## config.mk

```make
export PLATFORM = sky130hd
export DESIGN_NAME = pio_seq_s_flat
export DESIGN_NICKNAME = d
export VERILOG_FILES = /design/src/rtl/pio_seq_s_if.sv /design/src/rtl/pio_seq_s.sv /design/src/flat_wrapper.sv
export SDC_FILE = /design/constraint.sdc
export NUM_CORES = 1
export LEC_CHECK = 0
export CAP_MARGIN = 10
export CORE_ASPECT_RATIO = 0.75
export CORE_UTILIZATION = 40
export DETAILED_ROUTE_END_ITERATION = 16
export HOLD_SLACK_MARGIN = 0.02
export MAX_ROUTING_LAYER = met4
export PLACE_DENSITY = 0.66
export SETUP_SLACK_MARGIN = 0.3
export SLEW_MARGIN = 20
export SYNTH_ARGS = -nofsm -noshare
export SYNTH_HDL_FRONTEND = slang
export SYNTH_SLANG_ARGS = --single-unit
```

## constraint.sdc

```tcl
create_clock -name clk -period 9.5 [get_ports clk]
set_clock_uncertainty 0.1 [all_clocks]
set_input_delay 1.9 -clock clk [delete_from_list [all_inputs] [get_ports clk]]
set_output_delay 1.9 -clock clk [all_outputs]
set_load 0.02 [all_outputs]
```

## src/rtl/pio_seq_s_if.sv

```systemverilog
// CPU-side register bus plus the shared pio_s bus driven by pio_seq_s.
interface pio_seq_s_if #(
  parameter int AW = 16
) ();
  logic [AW-1:0] cpu_addr;
  logic          cpu_wr;
  logic          cpu_rd;
  logic [7:0]    cpu_bus_in;
  logic [7:0]    cpu_bus_out;
  logic [AW-1:0] pio_addr;
  logic          pio_wr;
  logic          pio_rd;
  logic [7:0]    pio_bus_in;
  logic          intr;
  logic          int_rst;

  modport master (
    output cpu_addr, cpu_wr, cpu_rd, cpu_bus_in, int_rst,
    input  cpu_bus_out, pio_addr, pio_wr, pio_rd, pio_bus_in, intr
  );
  modport slave (
    input  cpu_addr, cpu_wr, cpu_rd, cpu_bus_in, int_rst,
    output cpu_bus_out, pio_addr, pio_wr, pio_rd, pio_bus_in, intr
  );
endinterface

```

## src/rtl/pio_seq_s.sv

```systemverilog
// Plays a (data, delay) table into pio_s PORT_OUT in idle bus cycles; first write 2 clocks after EN, CPU never stalls
// (CPU strobes always win the pio bus). Optional trigger start gated by PIO_SEQ_TRIG_EN.
`ifndef PORT_OUT
`define PORT_OUT 2
`endif
module pio_seq_s #(
  parameter int unsigned ADDRESS           = 0,
  parameter int unsigned PIO_ADDRESS       = 0,
  parameter int          DEPTH             = 16,
  parameter int          BUS_ADDR_DATA_LEN = 16
) (
  input logic        clk,
  input logic        rst_n,
`ifdef PIO_SEQ_TRIG_EN
  input logic        trig,
`endif
  pio_seq_s_if.slave io
);
  localparam int AW = BUS_ADDR_DATA_LEN;
  localparam int IW = $clog2(DEPTH);
  localparam logic [AW-1:0] BASE    = AW'(ADDRESS);
  localparam logic [AW-1:0] WR_ADDR = AW'(PIO_ADDRESS + `PORT_OUT);

  localparam logic [2:0] S_IDLE  = 3'd0;
  localparam logic [2:0] S_START = 3'd1;
  localparam logic [2:0] S_ISSUE = 3'd2;
  localparam logic [2:0] S_WAIT  = 3'd3;
  localparam logic [2:0] S_FIN   = 3'd4;

  logic [2:0]    state;
  logic          en, loop, irqen, trigmode, done;
  logic [7:0]    len, presc;
  logic [IW-1:0] idx, ptr;
  logic [15:0]   cnt;
  logic [7:0]    tdata_mem [DEPTH];
  logic [7:0]    tdly_mem  [DEPTH];

  logic       sel, cpu_act, busy, seq_req, wait_trig;
  logic [2:0] ofs;
  logic [7:0] din;
  logic       wr_ctrl, wr_stat, wr_len, wr_presc, wr_idx, wr_tdata, wr_tdly, abort;

  assign sel      = io.cpu_addr[AW-1:3] == BASE[AW-1:3];
  assign ofs      = io.cpu_addr[2:0];
  assign din      = io.cpu_bus_in;
  assign cpu_act  = io.cpu_wr | io.cpu_rd;
  assign busy     = state != S_IDLE;
  assign seq_req  = state == S_ISSUE;
  assign wr_ctrl  = io.cpu_wr & sel & (ofs == 3'd0);
  assign wr_stat  = io.cpu_wr & sel & (ofs == 3'd1);
  assign wr_len   = io.cpu_wr & sel & (ofs == 3'd2) & ~busy;
  assign wr_presc = io.cpu_wr & sel & (ofs == 3'd3) & ~busy;
  assign wr_idx   = io.cpu_wr & sel & (ofs == 3'd4) & ~busy;
  assign wr_tdata = io.cpu_wr & sel & (ofs == 3'd5) & ~busy;
  assign wr_tdly  = io.cpu_wr & sel & (ofs == 3'd6) & ~busy;
  assign abort    = wr_ctrl & ~din[0] & busy;

`ifdef PIO_SEQ_TRIG_EN
  logic trig_s1, trig_s2, trig_s3;
  always_ff @(posedge clk or negedge rst_n) begin
    if (!rst_n) begin
      trig_s1 <= 1'b0;
      trig_s2 <= 1'b0;
      trig_s3 <= 1'b0;
    end else begin
      trig_s1 <= trig;
      trig_s2 <= trig_s1;
      trig_s3 <= trig_s2;
    end
  end
  assign wait_trig = trigmode & ~(trig_s2 & ~trig_s3);
`else
  assign wait_trig = 1'b0;
`endif

  // Delay in clocks minus one; product tops out at 65535 for 8-bit fields, saturation is a guard.
  logic [17:0] prod, prod_m1;
  logic [15:0] dly;
  assign prod    = 18'({1'b0, tdly_mem[ptr]} + 9'd1) * 18'({1'b0, presc} + 9'd1);
  assign prod_m1 = prod - 18'd1;
  assign dly     = (|prod_m1[17:16]) ? 16'hFFFF : prod_m1[15:0];

  logic [8:0]    nxt9;
  logic [2:0]    adv_state;
  logic [IW-1:0] adv_ptr;
  always_comb begin
    nxt9      = 9'(ptr) + 9'd1;
    adv_state = S_FIN;
    adv_ptr   = ptr;
    if (nxt9 < {1'b0, len} && nxt9 < 9'(DEPTH)) begin
      adv_state = S_ISSUE;
      adv_ptr   = nxt9[IW-1:0];
    end else if (loop) begin
      adv_state = trigmode ? S_START : S_ISSUE;
      adv_ptr   = '0;
    end
  end

  always_ff @(posedge clk or negedge rst_n) begin
    if (!rst_n) begin
      state    <= S_IDLE;
      en       <= 1'b0;
      loop     <= 1'b0;
      irqen    <= 1'b0;
      trigmode <= 1'b0;
      done     <= 1'b0;
      len      <= 8'd0;
      presc    <= 8'd0;
      idx      <= '0;
      ptr      <= '0;
      cnt      <= 16'd0;
    end else begin
      if (wr_ctrl) begin
        en    <= din[0];
        loop  <= din[1];
        irqen <= din[2];
`ifdef PIO_SEQ_TRIG_EN
        trigmode <= din[3];
`else
        trigmode <= 1'b0;
`endif
      end
      if (wr_len)   len   <= din;
      if (wr_presc) presc <= din;
      if (wr_idx)   idx   <= din[IW-1:0];
      else if (wr_tdly) idx <= idx + 1'b1;

      // FIN sets DONE ahead of int_rst and the W1C path.
      if (state == S_FIN && !abort) done <= 1'b1;
      else if (io.int_rst || (wr_stat && din[1])) done <= 1'b0;

      if (abort) begin
        state <= S_IDLE;
      end else begin
        case (state)
          S_IDLE: if (wr_ctrl && din[0]) begin
            state <= S_START;
            ptr   <= '0;
          end
          S_START: if (!wait_trig) state <= (len == 8'd0) ? S_FIN : S_ISSUE;
          S_ISSUE: if (!cpu_act) begin
            if (dly == 16'd0) begin
              state <= adv_state;
              ptr   <= adv_ptr;
            end else begin
              cnt   <= dly;
              state <= S_WAIT;
            end
          end
          S_WAIT: if (cnt <= 16'd1) begin
            state <= adv_state;
            ptr   <= adv_ptr;
          end else begin
            cnt <= cnt - 16'd1;
          end
          S_FIN: begin
            state <= S_IDLE;
            en    <= 1'b0;
          end
          default: state <= S_IDLE;
        endcase
      end
    end
  end

  always_ff @(posedge clk) begin
    if (wr_tdata) tdata_mem[idx] <= din;
    if (wr_tdly)  tdly_mem[idx]  <= din;
  end

  always_comb begin
    io.pio_wr     = seq_req;
    io.pio_rd     = 1'b0;
    io.pio_addr   = seq_req ? WR_ADDR : '0;
    io.pio_bus_in = seq_req ? tdata_mem[ptr] : 8'h00;
    if (cpu_act) begin
      io.pio_wr     = io.cpu_wr;
      io.pio_rd     = io.cpu_rd;
      io.pio_addr   = io.cpu_addr;
      io.pio_bus_in = io.cpu_bus_in;
    end
  end

  always_comb begin
    io.cpu_bus_out = 8'h00;
    if (sel && io.cpu_rd) begin
      case (ofs)
        3'd0:    io.cpu_bus_out = {4'b0, trigmode, irqen, loop, en};
        3'd1:    io.cpu_bus_out = {6'b0, done, busy};
        3'd2:    io.cpu_bus_out = len;
        3'd3:    io.cpu_bus_out = presc;
        3'd4:    io.cpu_bus_out = 8'(idx);
        default: io.cpu_bus_out = 8'h00;
      endcase
    end
  end

  assign io.intr = done & irqen;
endmodule

```

## src/flat_wrapper.sv

```systemverilog
// flat-port wrapper written by rule: the top's interface ports become plain ports
module pio_seq_s_flat 
#(
  parameter int unsigned ADDRESS           = 0,
  parameter int unsigned PIO_ADDRESS       = 0,
  parameter int          DEPTH             = 16,
  parameter int          BUS_ADDR_DATA_LEN = 16
)
  (clk, rst_n, io_cpu_addr, io_cpu_wr, io_cpu_rd, io_cpu_bus_in, io_int_rst, io_cpu_bus_out, io_pio_addr, io_pio_wr, io_pio_rd, io_pio_bus_in, io_intr);
  pio_seq_s_if #(.AW(16)) io_i ();
  input logic clk;
  input logic rst_n;
  input wire logic [$bits(io_i.cpu_addr)-1:0] io_cpu_addr;
  input wire logic [$bits(io_i.cpu_wr)-1:0] io_cpu_wr;
  input wire logic [$bits(io_i.cpu_rd)-1:0] io_cpu_rd;
  input wire logic [$bits(io_i.cpu_bus_in)-1:0] io_cpu_bus_in;
  input wire logic [$bits(io_i.int_rst)-1:0] io_int_rst;
  output wire logic [$bits(io_i.cpu_bus_out)-1:0] io_cpu_bus_out;
  output wire logic [$bits(io_i.pio_addr)-1:0] io_pio_addr;
  output wire logic [$bits(io_i.pio_wr)-1:0] io_pio_wr;
  output wire logic [$bits(io_i.pio_rd)-1:0] io_pio_rd;
  output wire logic [$bits(io_i.pio_bus_in)-1:0] io_pio_bus_in;
  output wire logic [$bits(io_i.intr)-1:0] io_intr;
  assign io_i.cpu_addr = io_cpu_addr;
  assign io_i.cpu_wr = io_cpu_wr;
  assign io_i.cpu_rd = io_cpu_rd;
  assign io_i.cpu_bus_in = io_cpu_bus_in;
  assign io_i.int_rst = io_int_rst;
  assign io_cpu_bus_out = io_i.cpu_bus_out;
  assign io_pio_addr = io_i.pio_addr;
  assign io_pio_wr = io_i.pio_wr;
  assign io_pio_rd = io_i.pio_rd;
  assign io_pio_bus_in = io_i.pio_bus_in;
  assign io_intr = io_i.intr;
  pio_seq_s #(.ADDRESS(ADDRESS), .PIO_ADDRESS(PIO_ADDRESS), .DEPTH(DEPTH), .BUS_ADDR_DATA_LEN(BUS_ADDR_DATA_LEN)) u_core (.clk(clk), .rst_n(rst_n), .io(io_i));
endmodule
```

# Word-level counts from Yosys, hierarchy flattened
# Memories as Yosys holds them, arrays and structs flattened.
# Index checks and enable logic that the tools add are counted.
# classes
n_addsub	6
mul	1
magnitude_cmp	3
n_eq_ne	19
n_mux	40
n_bitwise	20
reduce_logical	21
# ops
op	count
16-bit 2-to-1 mux	5
8-bit case mux with 5 select lines	1
4-bit 2-to-1 mux	8
16-bit case mux with 2 select lines	1
3-bit 2-to-1 mux	8
8-bit 2-to-1 mux	3
8-bit by 1-bit adder with 9-bit output, second input constant	2
18-bit by 18-bit multiplier with 18-bit output	1
18-bit by 1-bit subtractor with 18-bit output, second input constant	1
1-bit AND	16
16-bit by 1-bit less-or-equal comparator with 1-bit output, second input constant	1
16-bit logical NOT	1
16-bit by 1-bit subtractor with 16-bit output, second input constant	1
13-bit logical NOT	1
3-bit by 2-bit == test with 1-bit output, second input constant	4
3-bit == test, second input constant	4
3-bit case mux with 4 select lines	1
4-bit case mux with 3 select lines	1
1-bit 2-to-1 mux	11
9-bit by 5-bit < comparator with 1-bit output, second input constant	1
9-bit by 8-bit < comparator with 1-bit output	1
8-bit logical NOT	1
2-bit inequality test, second input constant	4
3-bit by 1-bit == test with 1-bit output, second input constant	2
18 further kinds	30
# word_totals
regBits	47
ram_bits	256
input_bits	29
wordCells	122
mem_count	2
# mem_list
name	depth	width	rd	rd_ports_with_merged_regs	wr	line	text
u_core.tdata_mem	16	8	1	0	1	pio_seq_s.sv:35	logic [7:0] tdata_mem [DEPTH];
u_core.tdly_mem	16	8	1	0	1	pio_seq_s.sv:36	logic [7:0] tdly_mem [DEPTH];

# Depth between registers and ports, before layout
# Gate-level depths: netlist of the first run.
# An unclocked memory read counts as a cell.
# depth
ltp_word	11
ltp_mapped	31
mapped_depth_nobuf	27

# Worst setup path after synthesis of the first run
# Ideal clock, no wire load.
# synth_timing
path_type	register to register
start	reg u_core.ptr[0]
end	reg u_core.ptr[2]
setup_ps	126
arrival_ps	7448
required_time_ps	9274
setup_slack_ps	1826
path_stages_with_launch	30
n_path_buf	5
path_cell_list	dfrtp_1 -> buf_6 -> buf_12 -> buf_12 -> buf_12 -> mux4_1 -> mux4_2 -> nand2_1 -> nor2_1 -> xor2_1 -> nand2_1 -> fa_1 -> inv_1 -> fa_1 -> fa_1 -> fa_1 -> inv_1 -> fa_1 -> inv_1 -> ha_1 -> clkbuf_1 -> a21o_1 -> nand3_1 -> o21a_1 -> nand2b_1 -> a221oi_1 -> nand4_2 -> o21ai_2 -> nand3_2 -> a221o_1
# synth_between
elab_chain_cells	9
elab_cells_between_ends	18
cone_classes	add/sub (3); mul (1); order compare (2); eq/ne (1); mux (6); reduce/logical (4); memory (1)
# synth_rtl
item	line	text
from (decl)	pio_seq_s.sv:33	logic [IW-1:0] idx, ptr;
from (signal assigned)	pio_seq_s.sv:144	ptr <= adv_ptr;
from (signal assigned)	pio_seq_s.sv:152	ptr <= adv_ptr;
memory read 16 x 8 bit	n/a	
8-bit by 1-bit adder with 9-bit output	pio_seq_s.sv:79	assign prod = 18'({1'b0, tdly_mem[ptr]} + 9'd1) * 18'({1'b0, presc} + 9'd1);
18-bit by 18-bit multiplier with 18-bit output	pio_seq_s.sv:79	
18-bit by 1-bit subtractor with 18-bit output	pio_seq_s.sv:80	assign prod_m1 = prod - 18'd1;
2-bit OR reduction	pio_seq_s.sv:81	assign dly = (|prod_m1[17:16]) ? 16'hFFFF : prod_m1[15:0];
16-bit 2-to-1 mux	pio_seq_s.sv:81	
16-bit logical NOT	pio_seq_s.sv:142	if (dly == 16'd0) begin
2-bit inequality test (no line)	n/a	
6-bit AND reduction (no line)	n/a	
# Several ways; a longest one is shown, not always the timed one. The select of a mux whose other input is x is not followed.
# A chain may end at the register's enable or synchronous reset.

# Final worst setup path of the first run
# layout_timing
start	reg u_core.ptr[1]
end	reg u_core.ptr[2]
# The elaborated chain is that of the path after synthesis.

==> results of run 1 <==
[timing repair]
action                                  in CTS  in global routing
setup buffers                                0                  1
endpoints found under the setup margin       0                 21
gates resized for setup                      0                  2
[logic make-up after synthesis]
kind of cell | count (synthesis) | share of synthesized area [%]
simple gates | 386 | 11.2
flops | 303 | 52.4
compound gates | 178 | 7.32
buf+inv | 150 | 3.92
fa+ha+maj | 119 | 11.2
mux | 110 | 12.7
xor+xnor | 24 | 1.35
[final cells by class]
| type | count | area (sq um) | share of cell area, % |
|---|---|---|---|
| sequential | 303 | 8870 | 46.5 |
| clock inverter | 22 | 209 | 1.10 |
| timing repair buffer | 82 | 781 | 4.10 |
| inverter | 97 | 364 | 1.91 |
| clock buffer | 31 | 733 | 3.85 |
| tap | 561 | 702 | 3.68 |
| multi-input combinational | 817 | 7410 | 38.9 |
[worst min-delay path by stage]
| stage | from | endpoint | slack (ns) |
|---|---|---|---|
| 2_1_floorplan | u_core.cnt[11] | u_core.cnt[11] | 0.37 |
| 3_3_place_gp | u_core.cnt[11] | u_core.cnt[11] | 0.40 |
| 3_5_place_dp | u_core.cnt[11] | u_core.cnt[11] | 0.42 |
| 4_1_cts | u_core.cnt[11] | u_core.cnt[11] | 0.43 |
| 5_1_grt | u_core.len[3] | u_core.len[3] | 0.46 |
| 6_report | u_core.cnt[10] | u_core.cnt[10] | 0.44 |
[registers in the layout (all words and copies together), names as in the netlist, 3 cells and up]
register / flops
u_core.cnt: 16
u_core.len: 8
u_core.presc: 8
u_core.tdly_mem: 128
u_core.idx: 4
u_core.state: 3
u_core.tdata_mem: 128
u_core.ptr: 4
[power by group through the flow]
stage	Sequential, mW	Combinational, mW	Clock, mW
global placement	1.62	1.23	0
CTS	1.59	1.25	1.17
finish	1.58	1.29	1.15
floorplan	1.55	1.02	0
detailed placement	1.62	1.25	0
global route	1.58	1.43	1.22
[layer usage]
layer | GRT usage [%] | up-vias | part of all wire, %
li1 | - | 4838 | -
met1 | 29.0 | 5449 | 49
met2 | 26.6 | 375 | 42
met3 | 4.15 | 59 | 7.4
met4 | 3.74 | 0 | 1.9
met5 | - | - | 0
[critical path, stage by stage (launching register included)]
cell,delay (ns)
dfrtp_2,0.78
buf_4,0.30
mux4_1,0.35
mux4_2,0.55
xnor2_1,0.78
nand2_1,0.18
fa_1,0.57
inv_1,0.05
fa_1,0.53
fa_1,0.45
fa_1,0.55
inv_1,0.05
fa_1,0.54
inv_1,0.05
ha_1,0.46
a21o_1,0.21
nand3_1,0.12
o21a_1,0.17
nand2b_1,0.14
a221oi_1,0.47
nand4_2,0.27
o21ai_2,0.29
nand3_2,0.14
a221o_1,0.36
[cell usage in the layout (no fill, tap or decap), types with 18 or more instances in the layout]
cell,count
edfxtp_1,256
nand2_1,120
inv_1,96
nor2_1,95
ha_1,66
mux4_2,65
clkdlybuf4s50_1,62
o21ai_0,54
fa_1,53
dfrtp_1,44
nand3_1,32
clkbuf_16,29
a21oi_1,28
and2_1,26
nand2b_1,20
mux2_2,20
nor3_1,20
buf_4,18
[stage by stage]
step	hold slack [ns]	setup slack, ns	cell area (sq um)	power [mW]
2_1_floorplan	0.369	1.83	16900	2.57
3_3_place_gp	0.404	0.794	18100	2.85
3_5_place_dp	0.418	0.528	18100	2.87
4_1_cts	0.432	0.490	19000	4.02
5_1_grt	0.461	0.314	19100	4.24
6_report	0.442	0.867	19100	4.02
==> flow_metrics.py, run 1 <==
metrics = {
    "cts": {
        "cts-root-buf": "clkbuf_16",
        "ctsLongestPathBuffers": 3,
        "ctsHoldBuffers": 0,
        "htreeDepth": 1,
        "cts_tree": "done",
        "clk_pin_slew_ns": 0.07,
        "clk_latency_ns": 0.57,
        "numCtsBuffers": 29,
        "clock_sinks": 303,
    },
    "logic_synthesis": {
        "synthDominantCellAreaShare_pct": 45.4,
        "ys_top_cells_by_count": "edfxtp_1 (256), nand2_1 (120), inv_1 (96), nor2_1 (96), ha_1 (66)",
        "syn_avg_cell_area_sq_um": 13.3,
        "ys_top_cells_by_area": "edfxtp_1 (45%), mux4_2 (8.7%), dfrtp_1 (7.0%), fa_1 (6.3%), ha_1 (4.9%)",
        "ys_types": 89,
        "synthesis.area_sq_mm": 0.0169,
        "syn_nets": 1418,
        "synth_edf_count": 256,
        "synth_seq_cells": 303,
        "dominantRegCellSynth": "edfxtp_1",
        "ys_seq_area_share_pct": 52.4,
        "syn_inst": 1270,
        "synth_area_leader_cell": "edfxtp_1",
        "yosys_warnings": 0,
        "synthArstFlopShare_pct": 15.5,
        "yosysMostFrequentCell": "edfxtp_1",
    },
    "timing": {
        "final_hold_viol_count": 0,
        "rsz0062_at_grt": "no",
        "clock.fmax_mhz": 116,
        "fin_crit_sh_pct": 90.9,
        "finalSetupTns_ns": 0,
        "worst_pin_slew_ns": 1.15,
        "slew_headroom_pct": 23.4,
        "finalSetupViolCount": 0,
        "fin_crit_ns": 8.63,
        "drv_slew": 0,
    },
    "floorplan": {
        "rows": 64,
        "core_sq_mm": 0.0412,
        "die_x_um": 239,
        "dieArea_sq_mm": 0.0431,
        "initial_core_util_pct": 41.0,
        "die_y_um": 180,
        "io_pins": 64,
    },
    "global_routing": {
        "grt_overflow": 0,
        "first_global_vias": 10551,
        "antenna_found_initial": 0,
        "grt_pass1_wl_mm": 62.1,
        "grt_max_degree": 48,
        "gr-usage-all-layers_pct": 19.2,
    },
    "power": {
        "pwr-share-comb_pct": 32.1,
        "ir_drop_v": 0.000106,
        "power_leakage_nw": 6.94,
        "net-switching-power_mw": 1.30,
        "switching_share_pct": 32.3,
        "power_density_mw_per_mm2": 211,
        "clock_power_share_pct": 28.7,
        "p_seq_share_pct": 39.2,
        "intPower_mw": 2.72,
    },
    "route": {
        "wl_per_cell_um": 20.7,
        "route.detailed.drc": 0,
        "ant_nets": 0,
        "first_pass_iters": 5,
        "wl_mm": 39.7,
        "vias": 10721,
        "vias_per_cell": 5.60,
        "drtIter0Drc": 891,
    },
    "setup_path": {
        "worstPathRequired_ns": 9.85,
        "crit_fanout": 27,
        "rrSetupSlack_ns": 0.87,
        "cp-endpoint": "u_core.ptr[2]",
        "r2r_end": "u_core.ptr[2]",
        "timing.rr.start": "u_core.ptr[1]",
        "cp.arrival_ns": 8.99,
        "path_class": "flip-flop to flip-flop",
        "r2r_cells": 23,
        "worstSetupEndpointType": "flip-flop",
        "crit_start": "u_core.ptr[1]",
        "start_kind": "flip-flop",
    },
    "place": {
        "gp_congestion": 0.935,
        "port_buffers": 63,
        "dp_hpwl_mm": 27.5,
        "place_inst": 1859,
    },
    "final_layout": {
        "drive_gt1_share_pct": 13.8,
        "diodes": 0,
        "n_fill_cell": 3610,
        "layout.cells.non_filler": 1913,
        "syn_to_final_growth_pct": 12.7,
        "nets": 1478,
        "final_util_pct": 46.2,
    },
    "run": {
        "maxCapViolations": 0,
    },
    "status": {
        "outcome": "finished clean",
    },
    "worst_hold_path": {
        "hold_depth": 2,
        "min_path_type": "flip-flop to flip-flop",
    },
}
Note: power is estimated with default switching activity, not from simulation.
==> run 2, diff against run 1 <==
--- a/config.mk
+++ b/config.mk
@@ -10,7 +10,6 @@
 export CORE_UTILIZATION = 40
 export DETAILED_ROUTE_END_ITERATION = 16
 export HOLD_SLACK_MARGIN = 0.02
-export MAX_ROUTING_LAYER = met4
 export PLACE_DENSITY = 0.66
 export SETUP_SLACK_MARGIN = 0.3
 export SLEW_MARGIN = 20
==> run 2 against run 1 <==
  * Clock power grew 5%
  * Combinational power about the same
  * Non-clock buffer count grew 1
  * Via count shrank 1.3%
  * Critical path depth unchanged
  * Routed wire length rose by 0.88%
  * Flip-flop and latch count unchanged
  * Critical path type unchanged
  * Largest cell class unchanged
==> flow_metrics.py, run 2 (synthesized netlist as in run 1, its figures left out) <==
metrics = {
    "status": {
        "outcome": "finished clean",
    },
    "timing": {
        "drv_slew": 0,
        "finalSetupTns_ns": 0,
        "fin_crit_ns": 8.69,
        "rsz0062_at_grt": "no",
        "slew_headroom_pct": 28.4,
        "worst_pin_slew_ns": 1.07,
        "finalSetupViolCount": 0,
        "whs_ns": 0.421,
        "final_hold_viol_count": 0,
        "clock.fmax_mhz": 115,
        "fin_crit_sh_pct": 91.5,
    },
    "place": {
        "gp_congestion": 0.915,
        "dp_hpwl_mm": 27.8,
        "port_buffers": 63,
    },
    "final_layout": {
        "final_common_cell": "edfxtp_1",
        "seq_area_sq_mm": 0.00887,
        "nets": 1480,
        "n_fill_cell": 3631,
        "reg_top3": "u_core.tdata_mem: 128 flops, u_core.tdly_mem: 128 flops, u_core.cnt: 16 flops",
        "drive_gt1_share_pct": 14.2,
        "multiInputGateArea_sq_mm": 0.00740,
        "final_cell_mix": "edfxtp_1 (256), nand2_1 (120), inv_1 (96)",
        "syn_to_final_growth_pct": 13.1,
    },
    "floorplan": {
        "die_x_um": 239,
        "core_sq_mm": 0.0412,
        "initial_core_util_pct": 41.0,
        "die_y_um": 180,
        "io_pins": 64,
        "dieArea_sq_mm": 0.0431,
        "rows": 64,
    },
    "power": {
        "ir_drop_v": 0.000123,
        "power_leakage_nw": 6.98,
        "power_density_mw_per_mm2": 214,
    },
    "global_routing": {
        "grt_pass1_wl_mm": 62.0,
        "gr-usage-all-layers_pct": 18.6,
        "grt_max_degree": 48,
        "antenna_found_initial": 0,
        "first_global_vias": 10665,
        "grt_overflow": 0,
    },
    "setup_path": {
        "path_delay_family": "adder cells",
        "slowest_stage": "dfrtp_2",
        "worstSetupEndpointType": "flip-flop",
        "crit_path_max_incr_delay_ns": 0.86,
        "critPathBufInv": 4,
        "timing.critical_path.mode_cell": "fa_1",
        "start_kind": "flip-flop",
        "cp_cell_sequence": "buf_4 -> mux4_1 -> mux4_2 -> xnor2_1 -> nand2_1 -> fa_1 -> inv_1 -> fa_1 -> fa_1 -> fa_1 -> inv_1 -> fa_1 -> inv_1 -> ha_1 -> a21o_1 -> nand3_1 -> o21a_1 -> nand2b_1 -> a221oi_1 -> nand4_2 -> o21ai_2 -> nand3_2 -> a221o_1",
        "cp.arrival_ns": 9.03,
        "crit_fanout": 31,
        "path_class": "flip-flop to flip-flop",
        "worstPathRequired_ns": 9.84,
    },
    "cts": {
        "cts_tree": "done",
        "ctsHoldBuffers": 0,
        "numCtsBuffers": 30,
        "htreeDepth": 1,
        "cts-root-buf": "clkbuf_16",
        "clk_pin_slew_ns": 0.07,
        "clock_sinks": 303,
        "clk_latency_ns": 0.58,
        "ctsLongestPathBuffers": 3,
    },
    "route": {
        "route.detailed.drc": 0,
        "drtIter0Drc": 1027,
        "first_pass_iters": 5,
        "wl_per_cell_um": 20.9,
        "vias": 10585,
        "ant_nets": 0,
        "wl_mm": 40.0,
        "vias_per_cell": 5.52,
    },
    "worst_hold_path": {
        "min_path_type": "flip-flop to flip-flop",
    },
    "run": {
        "maxCapViolations": 0,
    },
}
[run 2: where the power goes]
| group | switching, mW | internal [mW] | total (mW) | leakage (nW) |
|---|---|---|---|---|
| Combinational | 0.737 | 0.566 | 1.30 | 3.58 |
| Clock | 0.517 | 0.696 | 1.21 | 0.499 |
| Sequential | 0.0844 | 1.49 | 1.57 | 2.90 |
[run 2: timing repair]
action                                  CTS  global route
hold endpoints to repair                  0             0
gates resized for setup                   0             0
endpoints found under the setup margin    0            17
buffers inserted                          0             1
[run 2: area by class of cell]
cell class                 count  area share, %
clock inverter                21           1.27
clock buffer                  35           4.02
timing repair buffer          83           4.12
inverter                      97           1.90
sequential                   303           46.3
tap                          561           3.67
antenna                        1         0.0131
multi-input combinational    817           38.7
[run 2: worst min-delay path, delay by kind of cell, from the launching register on]
kind,cells,cell delay (ns)
compound gates,1,0.07
simple gates,1,0.06
flops,1,0.36
[run 2: stage by stage]
stage	worst slack, ns	cell area (sq um)	utilization, %	total power [mW]	instances
6_report	0.809	19100	46.4	4.09	1918
5_1_grt	0.342	19100	46.4	4.29	1917
4_1_cts	0.566	19100	46.3	4.08	1916
3_5_place_dp	0.563	18100	43.9	2.88	1860
3_3_place_gp	0.888	18100	43.9	2.86	1860
2_1_floorplan	1.83	16900	-	2.57	1270
[run 2: routing by layer]
metal	vias up	GRT usage (%)	part of all wire, %
met3	41	3.11	7.0
met5	-	0	0
met1	5336	29.3	48
met2	364	27.0	43
li1	4844	-	-
met4	0	3.54	1.6
[run 2: path summary, 6_finish.rpt]
| kind | from | end | slack (ns) | cells past startpoint |
|---|---|---|---|---|
| max reg2reg | u_core.ptr[1] | u_core.ptr[2] | 0.81 | 23 |
| min in group asynchronous | rst_n | u_core.state[0] | 1.34 | 2 |
| min | u_core.cnt[11] | u_core.cnt[11] | 0.42 | 2 |
| min reg2reg | u_core.cnt[11] | u_core.cnt[11] | 0.42 | 2 |
| max | u_core.ptr[1] | u_core.ptr[2] | 0.81 | 23 |
| max in group asynchronous | rst_n | u_core.ptr[0] | 7.49 | 2 |
